[config.mk]
export PLATFORM = sky130hd
export DESIGN_NAME = instruction_fetch_unit
export DESIGN_NICKNAME = d
export VERILOG_FILES = /design/src/rtl/instruction_fetch_unit.sv
export SDC_FILE = /design/constraint.sdc
export NUM_CORES = 1
export LEC_CHECK = 0
export ABC_AREA = 1
export CAP_MARGIN = 15
export CORE_MARGIN = 5
export CORE_UTILIZATION = 50
export CTS_CLUSTER_SIZE = 40
export DETAILED_ROUTE_END_ITERATION = 16
export PLACE_DENSITY = 0.86
export SYNTH_ARGS = -nofsm -noshare
export SYNTH_HDL_FRONTEND = slang
export SYNTH_SLANG_ARGS = --single-unit
[constraint.sdc]
create_clock -name clk -period 5.3 [get_ports clk]
set_input_delay 1.06 -clock clk [delete_from_list [all_inputs] [get_ports clk]]
set_output_delay 1.06 -clock clk [all_outputs]
set_load 0.1 [all_outputs]
[src/rtl/instruction_fetch_unit.sv]
// Fetch stage: holds the PC, addresses the instruction ROM and queues {pc, instr} for decode.
// Optional `HALT_DETECT_EN: a fetched all-zero word halts fetch until the next redirect.
module instruction_fetch_unit #(
    parameter int                PC_WIDTH  = 32,
    parameter int                IMEM_AW   = 8,
    parameter logic [PC_WIDTH-1:0] RESET_PC = '0,
    parameter int                BUF_DEPTH = 2
) (
    input  logic                clk,
    input  logic                rst_n,
    input  logic                stall_i,
    input  logic                redirect_i,
    input  logic [PC_WIDTH-1:0] redirect_pc_i,
    output logic [IMEM_AW-1:0]  imem_addr_o,
    input  logic [31:0]         imem_rd_i,
    output logic                id_valid_o,
    input  logic                id_ready_i,
    output logic [31:0]         id_instr_o,
    output logic [PC_WIDTH-1:0] id_pc_o,
    output logic [PC_WIDTH-1:0] id_pc_plus4_o,
    output logic                halted_o
);
    localparam int PW = $clog2(BUF_DEPTH);
    localparam int CW = PW + 1;

    typedef enum logic {S_RUN, S_HALTED} state_t;

    state_t              r_state, w_next_state;
    logic [PC_WIDTH-1:0] r_pc;
    logic [PC_WIDTH-1:0] r_buf_pc    [BUF_DEPTH];
    logic [31:0]         r_buf_instr [BUF_DEPTH];
    logic [PW-1:0]       r_rd_ptr, r_wr_ptr;
    logic [CW-1:0]       r_count;

    logic w_run, w_valid, w_pop, w_room, w_fetch, w_halt_hit, w_push;

    assign w_valid = (r_count != '0);
    assign w_pop   = w_valid & id_ready_i;
    // A pop in the same cycle frees a slot, so a full buffer can still accept.
    assign w_room  = (r_count < CW'(BUF_DEPTH)) | w_pop;
    assign w_fetch = w_run & ~stall_i & ~redirect_i & w_room;
`ifdef HALT_DETECT_EN
    assign w_halt_hit = w_fetch & (imem_rd_i == 32'h0);
`else
    assign w_halt_hit = 1'b0;
`endif
    assign w_push = w_fetch & ~w_halt_hit;

    always_ff @(posedge clk or negedge rst_n) begin
        if (!rst_n) r_state <= S_RUN;
        else        r_state <= w_next_state;
    end

    always_comb begin
        w_next_state = r_state;
        case (r_state)
            S_RUN:    if (w_halt_hit) w_next_state = S_HALTED;
            S_HALTED: if (redirect_i) w_next_state = S_RUN;
            default:  w_next_state = S_RUN;
        endcase
    end

    always_comb begin
        w_run = (r_state == S_RUN);
`ifdef HALT_DETECT_EN
        halted_o = (r_state == S_HALTED);
`else
        halted_o = 1'b0;
`endif
    end

    always_ff @(posedge clk or negedge rst_n) begin
        if (!rst_n) begin
            r_pc     <= RESET_PC;
            r_rd_ptr <= '0;
            r_wr_ptr <= '0;
            r_count  <= '0;
        end else if (redirect_i) begin
            r_pc     <= redirect_pc_i & ~PC_WIDTH'(3);
            r_rd_ptr <= '0;
            r_wr_ptr <= '0;
            r_count  <= '0;
        end else begin
            if (w_push) begin
                r_pc     <= r_pc + PC_WIDTH'(4);
                r_wr_ptr <= r_wr_ptr + PW'(1);
            end
            if (w_pop) r_rd_ptr <= r_rd_ptr + PW'(1);
            r_count <= r_count + CW'(w_push) - CW'(w_pop);
        end
    end

    // Storage needs no reset: outputs are masked while the buffer is empty.
    always_ff @(posedge clk) begin
        if (w_push) begin
            r_buf_pc[r_wr_ptr]    <= r_pc;
            r_buf_instr[r_wr_ptr] <= imem_rd_i;
        end
    end

    assign imem_addr_o   = r_pc[IMEM_AW+1:2];
    assign id_valid_o    = w_valid;
    assign id_instr_o    = w_valid ? r_buf_instr[r_rd_ptr] : '0;
    assign id_pc_o       = w_valid ? r_buf_pc[r_rd_ptr] : '0;
    assign id_pc_plus4_o = w_valid ? (r_buf_pc[r_rd_ptr] + PC_WIDTH'(4)) : '0;
endmodule

==> metrics.txt <==
status completed; Max Cap Viol 0; Post-synth top cells nand2_1 (267), edfxtp_1 (124), nor2_1 (87), inv_1 (83), a21oi_1 (48); Post-synth EDFFs 124; Pins Over Slew Limit 0; largest net degree at the start of global routing 63; number of H-tree levels 4; Reg area 4600 sq um; Setup Buffers After CTS 0; final worst-path cycle share 83.0%; CTS tree built; Simple-Gate Fraction of Synth Area 24.7%; # port buffers 167; # fillers 1226; Final Hold Viols 0; pre-CTS setup slack 1.36 ns; Slew HR 29.0%; Area Overhead vs Synth 28.1%; RePlAce Congestion 0.880; cell type with the largest total area after synthesis edfxtp_1; Yosys cell types 42; drt via density 5.17; Area contributors post-synth edfxtp_1 (46%), nand2_1 (12%), dfrtp_1 (11%), nor2_1 (4.0%), inv_1 (3.8%); Vert. Die Dim 138 microns; Top FF cell, synth edfxtp_1; slowest CP cell clkdlybuf4s50_1; Final ANT Viol Nets 0; CP Data Required Time 4.24 ns; sequential fraction of the synthesis area 56.5%; CP Cell Sequence buf_4 > nand2_1 > nand2_1 > inv_1 > nor2_1 > clkdlybuf4s50_1; final worst slack 0.902 ns; Gates resized, CTS repair 0; mux contribution to synthesized area 0%; Crit Path Class flip-flop to output port; gr usage total 21.8%; final-report setup violation count 0; Clock Tree Root clkbuf_16; CP Launch Point r_rd_ptr; layout cells sized above 1 11.5%; Adder-Cell Fraction of Synth Area 0.615%; clk sinks 159; CTS Hold Bufs 0; largest family of logic cells by synthesized area simple AND/OR/NAND/NOR gates; CP arrival 3.34 ns; layout net count 1125; drt first-iter violations 727; die width 138 microns; area of the die 18900 sq um; Setup TNS Final 0 ns; Core Util, Final 65.4%; Critical Path End Type output port; Mapped Cells 900; Initial Utilization 51.1%; Pre-antenna DRT Iters 5; I/O pin cnt 175; CORE AREA 15900 sq um; post-synth top area share 45.7%; ANT cells 0; Max Root-Sink Buffers 2; Synth Area per Inst 9.04 sq um; worst path buffer plus inverter count 3; CP top delay family buffers and inverters; Crit path largest cell delay 1.16 ns; post-DP HPWL 14.1 mm; GRT overflow 0; critical path's most frequent cell nand2_1; asr flop ratio synth 22.0%; clk_skew 0.0101 ns; Multi-input gate area 2950 sq um; r2r startpoint r_count[1]; wire length per cell 15.5 microns; CP Max Fanout 43; initial antenna violation count 0; Post-Syn Area 8140 sq um; worst-skew pair later-pin latency 0.42 ns; Post-Synth XOR/XNOR Area 2.04%; Hold Crit Class flip-flop to flip-flop; Hold Crit Start r_state; Vias 6626; CTS Buf Count 17; worst slew pin tran 1.06 ns; DP Area 9850 sq um; number of remaining DRC errors 0; FMAX 227 MHz; RSZ-0062 raised after global routing false; Reg clk slew, reported paths 0.06 ns; count leader, synth nand2_1; vias in the first global route 6311; Compound-Gate Fraction of Synth Area 8.30%; Row Count 46; fin crit period 4.40 ns; post-synthesis sequential element count 159; crit start category flip-flop; finished layout cell area 10400 sq um; synth warn 0; first-pass GRT wire length 31.7 mm; final WL 19.9 mm
[layout by cell type, fill, tap and decap left out, types with 8 or more instances in the layout]
master and n:
nor2_1 84, a21oi_1 48, buf_4 35, edfxtp_1 124, xnor2_1 8, clkdlybuf4s50_1 137
xor2_1 11, dfrtp_1 34, nor2_4 8, nand4_1 9, nand2_1 267, nand3_1 47
inv_1 83, o21ai_0 30, clkbuf_16 17, nor2_2 12, nand2_2 16, a22oi_1 20
[sequential cells by signal, summed over array words and instances (netlist names)]
| name | count |
|---|---|
| r_buf_instr | 64 |
| r_buf_pc | 60 |
| r_pc | 30 |
| r_count | 2 |
| r_rd_ptr | 1 |
| r_state | 1 |
| r_wr_ptr | 1 |
[area by class of cell]
class,instances,share of cell area [%]
well taps,216,2.59
repair buffers,175,16.2
clock inverters,15,1.44
inverters,91,3.30
clock buffers,17,4.08
multi-input cells,608,28.2
flip-flops and latches,159,44.1
[final timing paths]
check	end	slack [ns]	cells after the start
worst max-delay path	id_pc_o[24]	0.90	6
worst min-delay path	r_state	0.48	2
worst max register to register	r_buf_instr[0][6]	2.90	5
worst min register to register	r_state	0.48	2
max in group asynchronous	r_rd_ptr	3.89	2
min in group asynchronous	r_pc[29]	1.06	2
[worst min-delay path, cell delays in order, from the launching register on]
cell and delay, ns:
dfrtp_1 0.32, inv_1 0.04, nor2_1 0.08
[stage by stage]
stage / hold slack [ns] / cells
after floorplan: 0.442 / 904
final: 0.482 / 1281
after CTS: 0.487 / 1281
after global placement: 0.456 / 1249
after detailed placement: 0.472 / 1249
after global routing: 0.505 / 1281
[kinds of logic (layout without fill, tap and decap cells)]
family          after synthesis  in the layout
xor+xnor                     19             19
fa+ha+maj                     4              4
other cells                   1              5
flops                       159            159
compound gates              118            118
simple gates                462            462
buf+inv                     137            298
[layer usage]
| metal | track usage, % | wire [microns] | vias up |
|---|---|---|---|
| li1 | - | - | 3259 |
| met4 | 8.26 | 544 | 0 |
| met2 | 35.9 | 9760 | 279 |
| met1 | 28.4 | 8130 | 3046 |
| met3 | 4.42 | 1470 | 42 |
| met5 | 0 | 0 | - |
Power is not shown: default switching activity piles up to over one toggle a cycle in this logic, so the estimate is an artifact.
